===== config.mk =====
export PLATFORM = sky130hd
export DESIGN_NAME = clk_tick_gen
export DESIGN_NICKNAME = d
export VERILOG_FILES = /design/src/rtl/clk_tick_gen.sv
export SDC_FILE = /design/constraint.sdc
export NUM_CORES = 1
export LEC_CHECK = 0
export CAP_MARGIN = 40
export CORE_MARGIN = 2
export CORE_UTILIZATION = 32
export DETAILED_ROUTE_END_ITERATION = 8
export GPL_ROUTABILITY_DRIVEN = 1
export PLACE_DENSITY = 0.54
export SLEW_MARGIN = 10
export SYNTH_ARGS = -nofsm -noshare
export SYNTH_HDL_FRONTEND = slang
export SYNTH_SLANG_ARGS = --single-unit

===== constraint.sdc =====
create_clock -name CLK -period 11.3 [get_ports CLK]
set_clock_uncertainty 0.2 [all_clocks]
set_input_delay 2.825 -clock CLK [delete_from_list [all_inputs] [get_ports CLK]]
set_output_delay 2.825 -clock CLK [all_outputs]
set_load 0.005 [all_outputs]

===== src/rtl/clk_tick_gen.sv =====
// rtl/clk_tick_gen.sv - multi-channel programmable tick / 50% square-wave divider
// Each channel counts CLK edges against a runtime divisor and emits TICK/CLK_OUT enables.
module clk_tick_gen #(
  parameter int N_CH      = 4,
  parameter int CNT_W     = 19,
  parameter int DIV_RESET = 262144
) (
  input  logic                    CLK,
  input  logic                    RESET,
  input  logic                    EN,
  input  logic                    SYNC,
  input  logic [N_CH-1:0]         DIV_LOAD,
  input  logic [N_CH*CNT_W-1:0]   DIV_IN,
  output logic [N_CH-1:0]         TICK,
  output logic [N_CH-1:0]         CLK_OUT,
  output logic [N_CH*CNT_W-1:0]   DIV_ACTIVE
);

  localparam logic [CNT_W-1:0] DIV_RST = CNT_W'(DIV_RESET);
  localparam logic [CNT_W-1:0] ONE     = CNT_W'(1);

  for (genvar i = 0; i < N_CH; i++) begin : g_ch
    logic [CNT_W-1:0] cnt;
    logic [CNT_W-1:0] div_active;
    logic [CNT_W-1:0] div_shadow;
    logic             pend;
    logic             tick;
    logic             clk_out;

    logic             load;
    logic [CNT_W-1:0] din;
    logic [CNT_W-1:0] next_shadow;
    logic             next_pend;
    logic             halted;
    logic             wrap;

    assign load        = DIV_LOAD[i];
    assign din         = DIV_IN[i*CNT_W +: CNT_W];
    // A load landing on an apply edge is folded in, so the newest value wins.
    assign next_shadow = load ? din : div_shadow;
    assign next_pend   = load | pend;
    assign halted      = (div_active == '0);
    assign wrap        = !halted && (cnt == div_active - ONE);

    always_ff @(posedge CLK or posedge RESET) begin
      if (RESET) begin
        cnt        <= '0;
        div_active <= DIV_RST;
        div_shadow <= DIV_RST;
        pend       <= 1'b0;
        tick       <= 1'b0;
        clk_out    <= 1'b0;
      end else begin
        tick       <= 1'b0;
        div_shadow <= next_shadow;
        pend       <= next_pend;
        if (SYNC) begin
          cnt     <= '0;
          clk_out <= 1'b0;
          if (next_pend) begin
            div_active <= next_shadow;
            pend       <= 1'b0;
          end
        end else if (halted) begin
          // A halted channel takes a new divisor straight away, EN or not.
          cnt <= '0;
          if (load) begin
            div_active <= din;
            pend       <= 1'b0;
          end
        end else if (EN) begin
          if (wrap) begin
            cnt     <= '0;
            tick    <= 1'b1;
            clk_out <= ~clk_out;
            if (next_pend) begin
              div_active <= next_shadow;
              pend       <= 1'b0;
            end
          end else begin
            cnt <= cnt + ONE;
          end
        end
      end
    end

    assign TICK[i]                       = tick;
    assign CLK_OUT[i]                    = clk_out;
    assign DIV_ACTIVE[i*CNT_W +: CNT_W]  = div_active;
  end

endmodule


==> results of run 1 <==
-- final cells by class --
class,count,share of cell area
timing repair buffer,202,0.107
clock inverter,9,0.00805
multi-input combinational,1285,0.464
inverter,38,0.00805
clock buffer,46,0.0489
tap,615,0.0412
sequential,240,0.322
-- through the flow --
stage          total power [µW]  cell area, µm²  hold WS, ns
2_1_floorplan              1430           15400        0.266
3_3_place_gp               1670           17500        0.274
3_5_place_dp               1690           17600        0.281
4_1_cts                    2750           18700        0.295
5_1_grt                    2850           18700        0.305
6_report                   2710           18700        0.290
-- cells in the final DEF (no fill, tap or decap), types with 8 or more instances in the layout --
master           synthesis  final
dfrtp_1                232    232
clkdlybuf4s50_1          0    166
nor2_1                 143    143
nand2_1                123    123
o21ai_0                118    118
mux2_2                  79     79
nand3_1                 77     77
nor3_1                  79     75
xnor2_1                 55     55
a21oi_1                 54     53
xor2_1                  48     48
a2bb2oi_1               45     45
inv_1                   38     37
nor4_1                  34     33
clkbuf_16                0     31
nand4_1                 30     30
and3_1                  29     29
buf_4                   11     28
or3_1                   24     24
nand3b_1                22     22
o211a_1                 20     20
a31oi_1                 19     19
o32a_1                  19     19
a211oi_1                17     17
a21o_1                  15     15
or4_1                   13     13
mux2i_1                 12     12
ha_1                    12     12
or2_2                   11     11
o22ai_1                 11     11
a2bb2oi_2               10     10
a211o_1                  9      9
o211ai_1                 8      8
nand2b_1                 8      8
nor2b_1                  8      8
clkbuf_8                 0      8
dfstp_2                  8      8
-- flip-flops by register name (all words and copies together), names as in the netlist --
name / count
g_ch.tick: 4
g_ch.div_shadow: 76
g_ch.clk_out: 4
g_ch.cnt: 76
g_ch.pend: 4
g_ch.div_active: 76
-- cell families after synthesis --
family,after synthesis,share of synthesized area
simple gates,657,0.226
compound gates,422,0.199
flops,240,0.390
buf+inv,184,0.0503
xor+xnor,103,0.0585
mux,91,0.0655
fa+ha+maj,12,0.00974
-- worst max-delay path, cell delays in order --
cell and delay [ns]:
clkdlybuf4s50_1 0.99, nand2b_1 0.28, nor2_1 0.77, nand2_1 0.51, o311ai_0 0.46
-- final timing paths --
check,start,end,slack [ns],cells past startpoint
worst max-delay path,EN,g_ch[3].cnt[14],5.70,5
worst min-delay path,g_ch[3].div_shadow[12],g_ch[3].div_shadow[12],0.29,1
worst max register to register,g_ch[0].div_active[0],g_ch[0].div_active[18],6.54,10
worst min register to register,g_ch[3].div_shadow[12],g_ch[3].div_shadow[12],0.29,1
max in group asynchronous,RESET,g_ch[0].div_active[18],7.13,4
min in group asynchronous,RESET,g_ch[3].tick,2.60,2
-- report_power, final --
part	leakage [µW]	internal, µW	total (µW)	switching, µW
clock network	0.000516	642	1030	393
registers	0.00298	942	1090	147
logic	0.00384	316	582	267
total	0.00734	1900	2710	807
-- routing by layer --
| layer | up-vias | global-route usage | wire length, µm |
|---|---|---|---|
| met5 | - | 0 | 0 |
| met1 | 6726 | 0.256 | 21300 |
| met3 | 50 | 0.0238 | 1920 |
| met2 | 299 | 0.295 | 21100 |
| met4 | 0 | 0.0471 | 1060 |
| li1 | 6504 | - | - |
==> out/results.ini, run 1 <==
[power_and_ir_drop]
ir_drop_mv=0.146
power_density_nw_per_um2=145
p_leak_uw=0.00734

[final_layout]
nNetsFinal=1893
layout-drive-gt1-share=0.125
diodes=0
seqCellArea_um2=6020
multi_input_area_um2=8660
finalNonFillerCells=2435
post-route-util=0.392
syn2layout_area_growth_pct=21.1
num-fill-cells=4766

[place]
place_inst=2380
pre_cts_ws_ns=5.15
place_hpwl_um=31700
globalplace.congestion=0.858
portBuffers=167

[clock_network]
holdBufCountCts=0
htreeDepth=1
clk_transition_reported_paths_ns=0.06
postCtsSetupRepairBufs=0
clk_latency_ns=0.58
cts_tree=built
cts_sinks=240
clockBufferDepth=3
root_buffer=clkbuf_16
post_cts_resized=0
cts_made_buffers=30

[synth]
syn-num-nets=1805
synth_edf_count=0
ys_seq_area_frac=0.390
ys_top_cells_by_area=dfrtp_1 38%, mux2_2 5.8%, o21ai_0 3.8%
synth_commonest_cells=232 x dfrtp_1, 143 x nor2_1, 123 x nand2_1
yosysUniqueCellTypes=92
netlist_area_um2=15400
syn_inst=1709
avgSynthCellArea_um2=9.02
yosys.area.top_type=dfrtp_1
synth_ff_type=dfrtp_1
yosysMostFrequentCell=dfrtp_1
yosysWarnings=0
synth_seq_cells=240
synth_top_area_share=0.377
async_flop_share=1.00

[sta]
max_slew_margin=0.391
worstMarginPinSlew_ns=0.906
timing.fmax_mhz=179
finalCriticalPeriod_ns=5.60
period_share=0.496
setup_slack_ns=5.70
setup_viol=0
slew_violations=0
hold_viol_final=0
rsz0062_at_grt=no
tns_ns=0

[floorplanning]
die_w_um=223
num_rows=80
io_pins=168
start_util=0.323
core_area_um2=47600
chipHeight_um=223
die_area_um2=49900

[routing]
avgRoutedWirePerCell_um=18.7
drtIter0Drc=953
post-route-drc-count=0
drtAntennaViolNets=0
drt_pass1_iterations=7
vias_per_cell=5.58
finalWirelength_um=45400
vias=13600

[global_route]
grt_antenna_before_repair=1
grt_pass1_wl_um=74800
grt_overflow_total=0
grt_max_degree=109
grt_pass1_vias=13500
track_usage=0.182

[status]
status=finished, final reports clean

[setup_path]
cp-end-kind=register
critical_path_arrival_ns=5.85
critPathLaunchType=input pin
critPathKind=in -> reg
required_ns=11.55
worstPathMaxFanout=15

[flow_run]
drv_cap=0

[min_path]
hold_path_class=reg -> reg

Power figures use the tool's default switching activity.
==> inputs of run 2 (changes only) <==
==> constraint.sdc (replaced) <==
create_clock -name CLK -period 5.4 [get_ports CLK]
set_clock_uncertainty 0.2 [all_clocks]
set_input_delay 1.35 -clock CLK [delete_from_list [all_inputs] [get_ports CLK]]
set_output_delay 1.35 -clock CLK [all_outputs]
set_load 0.005 [all_outputs]
==> out/results.ini, run 2 (synthesized netlist as in run 1, its figures left out) <==
[status]
status=finished, final reports clean

[routing]
drt_pass1_iterations=6
drtAntennaViolNets=0
avgRoutedWirePerCell_um=18.9
dr_wl_met3_um=2040
vias=13600
post-route-drc-count=0
wl_met1_um=21900
finalWirelength_um=46100
dr.max_layer_used=met4
drtIter0Drc=837
vias_per_cell=5.56
dr_wl_met2_um=21300

[clock_network]
clockBufferDepth=3
holdBufCountCts=0
htreeDepth=1
clk_transition_reported_paths_ns=0.06
post_cts_resized=0
postCtsSetupRepairBufs=0
clk_latency_ns=0.56
cts_made_buffers=29
root_buffer=clkbuf_16
cts_sinks=240
cts_tree=built

[final_layout]
final_common_cell=dfrtp_1
biggestRegsByFlops=g_ch.cnt x76, g_ch.div_active x76, g_ch.div_shadow x76
syn2layout_area_growth_pct=20.6
layout-drive-gt1-share=0.126
diodes=0
nNetsFinal=1900
final_cell_mix=232 x dfrtp_1, 166 x clkdlybuf4s50_1, 142 x nor2_1

[global_route]
grt_pass1_vias=13500
grt_max_degree=84
track_usage=0.185
grt_antenna_before_repair=0
grt_overflow_total=0
grt_pass1_wl_um=75800

[floorplanning]
die_area_um2=49900
io_pins=168
start_util=0.323
num_rows=80
chipHeight_um=223
die_w_um=223
core_area_um2=47600

[power_and_ir_drop]
power_uw=5510
p_leak_uw=0.00731
power_density_nw_per_um2=297
ir_drop_mv=0.220

[min_path]
min_from=g_ch[3].div_shadow[16]
whs_endpoint=g_ch[3].div_shadow[16]
hold_path_class=reg -> reg
whs_path_depth=1

[place]
pre_cts_ws_ns=1.31
place_hpwl_um=32200
portBuffers=167
globalplace.congestion=0.860

[setup_path]
critPathLaunchType=register
cp_common_cell=a211oi_1
required_ns=5.64
crit_buf_inv=2
r2r_slack_ns=1.26
r2r_start=g_ch[3].div_active[0]
crit_slowest_cell=or4b_2
critPathKind=reg -> reg
crit_chain=inv_1 -> ha_1 -> or4b_2 -> nor4_2 -> a211oi_1 -> a211oi_1 -> or2_1 -> nand4_1 -> o21ai_1 -> buf_4 -> o2bb2a_1
ff2ff_path_depth=11
worstPathMaxFanout=19
cp-end-kind=register
slowest_delay_ns=0.69
timing.rr.end=g_ch[3].div_active[0]
cp_top_family=simple AND/OR/NAND/NOR gates
critical_path_arrival_ns=4.38

[sta]
hold_viol_final=0
setup_viol=0
period_share=0.767
setup_slack_ns=1.26
finalCriticalPeriod_ns=4.14
timing.fmax_mhz=242
tns_ns=0
rsz0062_at_grt=no
worstMarginPinSlew_ns=0.945
max_slew_margin=0.369
slew_violations=0

[flow_run]
drv_cap=0

## run 2: through the flow
stage               utilization  instances  area, µm²  hold slack [ns]
CTS                       0.390       2440      18600            0.294
floorplan                     -       1709      15400            0.266
finish                    0.390       2440      18600            0.290
global placement          0.369       2383      17600            0.274
global route              0.390       2440      18600            0.304
detailed placement        0.370       2388      17600            0.280
## run 2: final cells by class
| type | count | area [µm²] |
|---|---|---|
| Tap cell | 615 | 769 |
| Clock buffer | 44 | 842 |
| Sequential cell | 240 | 6020 |
| Multi-Input combinational cell | 1285 | 8650 |
| Clock inverter | 8 | 115 |
| Timing Repair Buffer | 210 | 2030 |
| Inverter | 38 | 146 |
| Fill cell | 4761 | 29100 |
## run 2: worst max path at each step
stage                               start  slack [ns]  cells past startpoint                      to
floorplan                           RESET        0.71                      1         g_ch[0].clk_out
CTS                 g_ch[3].div_active[0]        1.26                     11   g_ch[3].div_active[0]
global route        g_ch[0].div_active[0]        0.89                     10  g_ch[0].div_active[18]
global placement    g_ch[3].div_active[1]        1.00                     10   g_ch[3].div_active[0]
finish              g_ch[3].div_active[0]        1.26                     11   g_ch[3].div_active[0]
detailed placement  g_ch[3].div_active[0]        1.31                     11   g_ch[3].div_active[0]
## run 2: worst register-to-register path: cells and delay by family, from the launching register on
family	cells	cell delay [ns]
AO/OA/AOI/OAI	4	0.99
AND/OR/NAND/NOR	4	1.59
buffers and inverters	2	0.41
flip-flops	1	0.47
adder cells (fa/ha/maj)	1	0.36
## run 2: power breakdown
group / internal [µW] / total, µW / switching [µW]
clock: 1210 / 2000 / 796
sequential: 1970 / 2280 / 307
combinational: 663 / 1230 / 565
total: 3840 / 5510 / 1670
## run 2: metal layers
metal / track usage / vias to the layer above
met5: 0 / -
met4: 0.0439 / 0
met3: 0.0278 / 51
met2: 0.300 / 289
met1: 0.259 / 6708
li1: - / 6515
